--- config.mk ---
export PLATFORM = sky130hd
export DESIGN_NAME = wb_scoreboard
export DESIGN_NICKNAME = d
export VERILOG_FILES = /design/src/rtl/wb_scoreboard.sv
export SDC_FILE = /design/constraint.sdc
export NUM_CORES = 1
export LEC_CHECK = 0
export ABC_CLOCK_PERIOD_IN_PS = 5850
export BUFFER_PORTS_ARGS = -buffer_cell sky130_fd_sc_hd__buf_2
export CORE_ASPECT_RATIO = 1.75
export CORE_MARGIN = 4
export CORE_UTILIZATION = 45
export DETAILED_ROUTE_END_ITERATION = 8
export GPL_ROUTABILITY_DRIVEN = 0
export PLACE_DENSITY = 0.69
export RECOVER_POWER = 100
export SKIP_CTS_REPAIR_TIMING = 1
export SLEW_MARGIN = 20
export SYNTH_ARGS = -nofsm -noshare
export SYNTH_HDL_FRONTEND = slang
export SYNTH_SLANG_ARGS = --single-unit
--- constraint.sdc ---
create_clock -name clk -period 5.85 [get_ports clk]
set_input_delay 0.585 -clock clk [delete_from_list [all_inputs] [get_ports clk]]
set_output_delay 0.585 -clock clk [all_outputs]
set_load 0.02 [all_outputs]
--- src/rtl/wb_scoreboard.sv ---
// Write-back and hazard stage in front of the register bank.
// ALU results are buffered in a small FIFO and drained through a registered
// write port. A per-register pending mask drives the decode stall (RAW/WAW).
module wb_scoreboard #(
  parameter int unsigned DATA_W     = 16,
  parameter int unsigned ADDR_W     = 3,
  parameter int unsigned NREGS      = 2**ADDR_W,
  parameter int unsigned FIFO_DEPTH = 2
) (
  input  logic              clk,
  input  logic              rst_n,
  input  logic              issue_valid,
  output logic              issue_ready,
  input  logic [ADDR_W-1:0] issue_src1,
  input  logic [ADDR_W-1:0] issue_src2,
  input  logic [ADDR_W-1:0] issue_dest,
  input  logic              issue_writes,
  input  logic              res_valid,
  output logic              res_ready,
  input  logic [ADDR_W-1:0] res_dest,
  input  logic [DATA_W-1:0] res_data,
  output logic              wr_en,
  output logic [ADDR_W-1:0] wr_addr,
  output logic [DATA_W-1:0] wr_data,
  input  logic              wr_hold,
  output logic [NREGS-1:0]  busy_mask,
  output logic              err
);

  localparam int unsigned PtrW = (FIFO_DEPTH > 1) ? $clog2(FIFO_DEPTH) : 1;
  localparam int unsigned CntW = $clog2(FIFO_DEPTH + 1);

  logic [ADDR_W-1:0] fifo_addr [FIFO_DEPTH];
  logic [DATA_W-1:0] fifo_data [FIFO_DEPTH];
  logic [PtrW-1:0]   rd_ptr;
  logic [PtrW-1:0]   wr_ptr;
  logic [CntW-1:0]   count;
  logic [CntW-1:0]   count_next;
  logic [NREGS-1:0]  busy_next;

  logic fifo_empty;
  logic fifo_full;
  logic accept;
  logic retire;
  logic load_ok;
  logic pop;
  logic push;
  logic issue_fire;

  function automatic logic [PtrW-1:0] ptr_inc(input logic [PtrW-1:0] p);
    if (p == PtrW'(FIFO_DEPTH - 1)) begin
      return '0;
    end else begin
      return p + 1'b1;
    end
  endfunction

  assign fifo_empty = (count == '0);
  assign fifo_full  = (count == CntW'(FIFO_DEPTH));
  assign res_ready  = ~fifo_full;
  assign accept     = res_valid & res_ready;
  assign retire     = wr_en & ~wr_hold;
  assign load_ok    = ~wr_en | ~wr_hold;
  assign pop        = load_ok & ~fifo_empty;
  // An accepted result skips the FIFO only when it is empty and the output can load.
  assign push       = accept & ~(load_ok & fifo_empty);

  assign issue_ready = ~(busy_mask[issue_src1] | busy_mask[issue_src2] |
                         (issue_writes & busy_mask[issue_dest]));
  assign issue_fire  = issue_valid & issue_ready & issue_writes;

  // Next occupancy from push/pop; a full FIFO never accepts so it cannot overflow.
  always_comb begin
    count_next = count;
    unique case ({push, pop})
      2'b10:   count_next = count + 1'b1;
      2'b01:   count_next = count - 1'b1;
      default: count_next = count;
    endcase
  end

  // Scoreboard update: retire clears, issue sets; set is applied last so it wins.
  always_comb begin
    busy_next = busy_mask;
    if (retire) begin
      busy_next[wr_addr] = 1'b0;
    end
    if (issue_fire) begin
      busy_next[issue_dest] = 1'b1;
    end
  end

  // FIFO storage needs no reset; occupancy decides what is valid.
  always_ff @(posedge clk) begin
    if (push) begin
      fifo_addr[wr_ptr] <= res_dest;
      fifo_data[wr_ptr] <= res_data;
    end
  end

  // FIFO pointers and occupancy.
  always_ff @(posedge clk or negedge rst_n) begin
    if (!rst_n) begin
      rd_ptr <= '0;
      wr_ptr <= '0;
      count  <= '0;
    end else begin
      if (push) begin
        wr_ptr <= ptr_inc(wr_ptr);
      end
      if (pop) begin
        rd_ptr <= ptr_inc(rd_ptr);
      end
      count <= count_next;
    end
  end

  // Registered write port: FIFO head first, then bypass, else go idle.
  always_ff @(posedge clk or negedge rst_n) begin
    if (!rst_n) begin
      wr_en   <= 1'b0;
      wr_addr <= '0;
      wr_data <= '0;
    end else if (load_ok) begin
      if (!fifo_empty) begin
        wr_en   <= 1'b1;
        wr_addr <= fifo_addr[rd_ptr];
        wr_data <= fifo_data[rd_ptr];
      end else if (accept) begin
        wr_en   <= 1'b1;
        wr_addr <= res_dest;
        wr_data <= res_data;
      end else begin
        wr_en <= 1'b0;
      end
    end
  end

  // Pending mask and sticky error for results that nobody was waiting on.
  always_ff @(posedge clk or negedge rst_n) begin
    if (!rst_n) begin
      busy_mask <= '0;
      err       <= 1'b0;
    end else begin
      busy_mask <= busy_next;
      if (accept && !busy_mask[res_dest]) begin
        err <= 1'b1;
      end
    end
  end

endmodule

==> flow_summary.toml, run 1 <==
[synthesis]
synth_cells = 257
ys_warn_count = 0
synth_area_leaders = "edfxtp_1, dfrtp_1, mux2i_1"
yosysUniqueCellTypes = 32
syn_nets = 292
async_flop_share_pct = 46.5
synth_area_per_cell_um2 = 12.3
ys_ff_latch = 71
synth-edff-count = 38
syn_area_um2 = 3160
yosys.area.top_type = "edfxtp_1"
yosysSeqAreaShare_pct = 62.2
synth_ff_type = "edfxtp_1"
synth.top_cell.area_share_pct = 36.1

[setup_path]
worst_setup_path_end_kind = "output port"
critPathBufInv = 1
critPathTopFamily = "multiplexers"
path_class = "reg2out"
cp_max_fo = 8
cp-start-kind = "flip-flop"
slowest_delay_ns = 0.54
crit_chain = "mux4_1 > mux2i_2 > nand2_1 > a21oi_1 > clkbuf_1"
arrival_ns = 2.11
critPathSlowestCell = "mux4_1"
r2r_slack_ns = 3.31
worstPathRequired_ns = 5.27

[route]
num_vias = 2226
drt_iter0_drc = 121
drtAntennaViolNets = 0
drc = 0
firstDrtPassIters = 4
viasPerCell = 5.43
routedWlPerCell_um = 16.6
wirelength_mm = 6.81

[power]
switchingPower_mw = 0.787
sw_frac_of_total_pct = 37.3
clkPwrFrac_pct = 27.4
power_density_nw_per_um2 = 554
power_frac_seq_pct = 40.6
p_leak_nw = 1.49
max-vdd-ir-drop_uv = 229
comb_power_share_pct = 31.9
p_int_mw = 1.32

[timing]
finalCritPeriodShare_pct = 46.1
setup_viol_count_final = 0
max_slew_margin_pct = -23.9
tns_ns = 0
fin_crit_ns = 2.70
hold_violations = 0
report.final.slew_viol_count = 114
fmax_ghz = 0.371
worst_pin_slew_ns = 1.86
grt_setup_unrepaired = "no"
skew_ns = 0.00436

[floorplan]
rows = 40
start_util_pct = 46.1
die_h_um = 119
ioPinCount = 65
die_w_um = 71.4
core_area_um2 = 6860
dieArea_um2 = 8480

[grt]
antenna_found_initial = 0
grt_use_total_pct = 17.6
grt_pass1_vias = 2305
grt_max_degree = 40
grt_pass1_wl_mm = 11.4
grt-ovfl-total = 0

[clock_network]
htreeDepth = 3
cts_tree = "built"
numCtsBuffers = 9
cts.path.max_buffers = 2
cts_sinks = 71
cts-root-buf = "clkbuf_16"
clock_latency_ns = 0.33
clkTransAtPathRegs_ns = 0.06

[hold_path]
hold_class = "reg2reg"

[job]
maxCapViolations = 4

[place]
dpl.cell_count = 394
io_buffers = 64
hpwl_mm = 4.67

[cells_and_area]
fin_cells = 410
nNetsFinal = 356
n_antenna_cell = 0
syn_to_final_growth_pct = 20.5
final_layout_size_suffix_gt1_share_pct = 11.7

[status]
violations = "max-capacitance violations, max-slew violations"
status = "complete, but fails checks"
[path summary, 6_finish.rpt]
| check | startpoint | end | depth (start not counted) |
|---|---|---|---|
| max in group asynchronous | rst_n | wr_data[11] | 1 |
| setup reg to reg | wr_en | fifo_data[0][11] | 4 |
| hold reg to reg | err | err | 1 |
| setup / recovery | busy_mask[3] | issue_ready | 5 |
| hold / removal | err | err | 1 |
| min in group asynchronous | rst_n | wr_data[1] | 1 |
[worst reg2reg max path: stages, from the launching register on]
cell and delay, ns:
dfrtp_1 0.42, nand2_1 0.15, nor2_1 0.11, o21ai_0 0.18
nor2_1 1.26
[stage by stage]
step	power, mW	cell area (um^2)	util [%]	worst slack [ns]	hold slack, ns
after floorplan	1.33	3160	-	3.44	0.289
after global placement	1.56	3560	52.0	3.38	0.453
after detailed placement	1.58	3560	52.0	3.35	0.459
after CTS	2.17	3890	56.7	3.25	0.354
after global routing	2.25	3810	55.5	2.98	0.481
final	2.11	3810	55.5	3.15	0.472
[power groups by stage]
stage | Clock, mW | Combinational, mW | Sequential [mW]
final | 0.579 | 0.674 | 0.857
after global routing | 0.609 | 0.762 | 0.879
after CTS | 0.592 | 0.724 | 0.857
after detailed placement | 0 | 0.720 | 0.864
after global placement | 0 | 0.707 | 0.856
after floorplan | 0 | 0.429 | 0.901
[cells by family (layout without fill, tap and decap cells)]
group / Yosys count / after routing / synth area share (%)
buffers and inverters: 15 / 84 / 2.06
flip-flops: 71 / 71 / 62.2
adder cells (fa/ha/maj): 1 / 1 / 0.396
AND/OR/NAND/NOR: 70 / 70 / 9.94
XOR/XNOR: 5 / 5 / 1.39
multiplexers: 31 / 31 / 13.0
AO/OA/AOI/OAI: 64 / 64 / 11.0
[layout by cell type, fill, tap and decap left out, types with 2 or more instances in the layout]
master,instances
clkbuf_1,52
edfxtp_1,38
o21ai_0,33
dfrtp_1,33
nor2_1,28
nand2_1,25
a21oi_1,22
mux2i_1,21
buf_2,13
clkbuf_16,9
nand3_1,4
mux4_1,4
nand2b_1,4
nand3b_1,3
xnor2_1,3
clkinv_4,3
mux2_2,2
mux2i_2,2
inv_1,2
nand4_1,2
nand4b_1,2
o31ai_1,2
xor2_1,2
mux4_2,2
bufinv_16,2
[cell type report]
cell class	count	area [um^2]
well taps	84	105
clock inverters	7	97.6
clock buffers	9	225
inverters	2	7.51
repair buffers	66	268
flip-flops and latches	71	1970
multi-input cells	171	1140
fillers	586	3050
[registers in the layout (all words and copies together) (netlist names)]
name and flops:
busy_mask 8, rd_ptr 1, wr_en 1, err 1, wr_data 16, wr_ptr 1, count 2, fifo_addr 6
fifo_data 32, wr_addr 3
[cell usage after synthesis (2+ instances only)]
library cell	count
edfxtp_1	38
dfrtp_1	33
nor2_1	28
o21ai_0	27
nand2_1	24
a21oi_1	22
mux2i_1	21
buf_2	7
o21ai_1	7
clkbuf_1	6
mux4_1	4
nand2b_1	4
nand3_1	4
nand3b_1	3
o31ai_1	3
xnor2_1	3
inv_1	2
mux2_2	2
mux2i_2	2
mux4_2	2
nand4_1	2
nand4b_1	2
xor2_1	2
[routing by layer]
layer	wire (um)	GRT usage (%)
met5	0	0
met3	386	4.48
met4	158	9.29
met1	2740	20.9
met2	3530	28.6
Note: power is estimated with default switching activity, not from simulation.
==> run 2: changes to the inputs <==
--- a/config.mk
+++ b/config.mk
@@ -5,14 +5,14 @@
 export SDC_FILE = /design/constraint.sdc
 export NUM_CORES = 1
 export LEC_CHECK = 0
-export ABC_CLOCK_PERIOD_IN_PS = 5850
+export ABC_CLOCK_PERIOD_IN_PS = 2220
 export BUFFER_PORTS_ARGS = -buffer_cell sky130_fd_sc_hd__buf_2
 export CORE_ASPECT_RATIO = 1.75
 export CORE_MARGIN = 4
 export CORE_UTILIZATION = 45
 export DETAILED_ROUTE_END_ITERATION = 8
 export GPL_ROUTABILITY_DRIVEN = 0
-export PLACE_DENSITY = 0.69
+export PLACE_DENSITY = 0.71
 export RECOVER_POWER = 100
 export SKIP_CTS_REPAIR_TIMING = 1
 export SLEW_MARGIN = 20
==> constraint.sdc (replaced) <==
create_clock -name clk -period 2.22 [get_ports clk]
set_input_delay 0.222 -clock clk [delete_from_list [all_inputs] [get_ports clk]]
set_output_delay 0.222 -clock clk [all_outputs]
set_load 0.02 [all_outputs]
==> flow_summary.toml, run 2 (synthesis gave the netlist of run 1 again) <==
[timing]
report.final.slew_viol_count = 34
setup_viol_count_final = 0
fmax_ghz = 0.465
max_slew_margin_pct = -32.8
skew_ns = 0.00749
worst_pin_slew_ns = 1.99
grt_setup_unrepaired = "no"
hold_violations = 0
fin_crit_ns = 2.15
finalCritPeriodShare_pct = 96.9

[cells_and_area]
nNetsFinal = 365
reg.largest.list = "fifo_data x32, wr_data x16, busy_mask x8"
final_common_cell = "clkbuf_1"
layout_common_cells = "clkbuf_1, edfxtp_1, o21ai_0, dfrtp_1, nor2_1"
seqCellArea_um2 = 1970
n_antenna_cell = 0
multi_input_comb_area_um2 = 1140
design_area_um2 = 3840
final_util_pct = 56.1
largest-register = "fifo_data"
syn_to_final_growth_pct = 21.7
largest_reg_flops = 32
final_layout_size_suffix_gt1_share_pct = 16.7
fill_cells = 587

[hold_path]
min_from = "res_data[1]"
worstHoldEndpoint = "fifo_data[0][1]"
holdPathStages = 1
hold_class = "in2reg"

[clock_network]
cts_sinks = 71
numCtsBuffers = 9
cts.path.max_buffers = 2
cts-root-buf = "clkbuf_16"
clkTransAtPathRegs_ns = 0.05
htreeDepth = 3
cts_tree = "built"
clock_latency_ns = 0.32

[route]
drtAntennaViolNets = 0
routedWlPerCell_um = 17.3
viasPerCell = 5.51
drc = 0
wirelength_mm = 7.24
drt_iter0_drc = 168
num_vias = 2307
firstDrtPassIters = 5

[floorplan]
die_w_um = 71.4
core_area_um2 = 6860
start_util_pct = 46.1
rows = 40
dieArea_um2 = 8480
ioPinCount = 65
die_h_um = 119

[grt]
antenna_found_initial = 0
grt_max_degree = 40
grt_pass1_wl_mm = 11.7
grt_pass1_vias = 2426
grt_use_total_pct = 18.2
grt-ovfl-total = 0

[setup_path]
critPathSlowestCell = "mux4_2"
worst_setup_path_end_kind = "output port"
r2r_slack_ns = 0.32
crit_chain = "mux4_2 > mux2i_2 > nand2_2 > a21oi_2 > buf_4"
arrival_ns = 1.93
path_class = "reg2out"
r2r_end = "fifo_data[0][4]"
cp-start-kind = "flip-flop"
ff2ff_path_depth = 6
cp_max_fo = 6
worstPathRequired_ns = 2.00
r2r_start = "wr_en"
slowest_delay_ns = 0.51

[job]
maxCapViolations = 1

[status]
violations = "max-capacitance violations, max-slew violations"
status = "complete, but fails checks"

[power]
p_leak_nw = 1.51
max-vdd-ir-drop_uv = 855
power_density_nw_per_um2 = 1440

[place]
hpwl_mm = 5.11
io_buffers = 64
placed_cell_area_um2 = 3620
[run 2: worst max-delay path by stage]
| stage | start | endpoint | cells after the start |
|---|---|---|---|
| finish | busy_mask[5] | issue_ready | 5 |
| global route | busy_mask[4] | issue_ready | 5 |
| CTS | busy_mask[5] | issue_ready | 5 |
| detailed placement | busy_mask[5] | issue_ready | 5 |
| global placement | busy_mask[5] | issue_ready | 5 |
| floorplan | wr_en | fifo_addr[0][0] | 4 |
[run 2: final cells by class]
class	count	share of cell area, %
clock buffers	16	7.35
inverters	2	0.195
multi-input cells	171	29.5
flip-flops and latches	71	51.3
well taps	84	2.73
repair buffers	75	8.88
[run 2: metal layers]
layer | track usage, % | routed length [um]
met2 | 30.3 | 3900
met3 | 4.56 | 400
met1 | 19.4 | 2690
met4 | 13.2 | 247
met5 | 0 | 0
[run 2: critical path, delay by kind of cell (launching register included)]
family | cells | cell delay (ns)
flops | 1 | 0.45
buf+inv | 1 | 0.15
mux | 2 | 0.73
compound gates | 1 | 0.13
simple gates | 1 | 0.15
[run 2: per-stage QoR]
step	setup WS, ns	hold WS, ns	total power, mW	TNS (ns)	std cells
after floorplan	0.126	-0.0736	3.51	0	257
after global placement	0.419	0.357	4.20	0	400
after detailed placement	0.320	0.362	4.26	0	400
after CTS	-0.0652	0.0137	5.63	-0.0652	416
after global routing	0.0133	0.138	5.90	0	419
final	0.0681	0.136	5.55	0	419
[run 2: report_power, final]
part           switching (mW)  internal [mW]  leakage (nW)  total (mW)
clock network           0.486          0.857         0.136        1.34
logic                    1.24          0.766         0.628        2.01
registers               0.355           1.85         0.748        2.20
total                    2.09           3.47          1.51        5.55
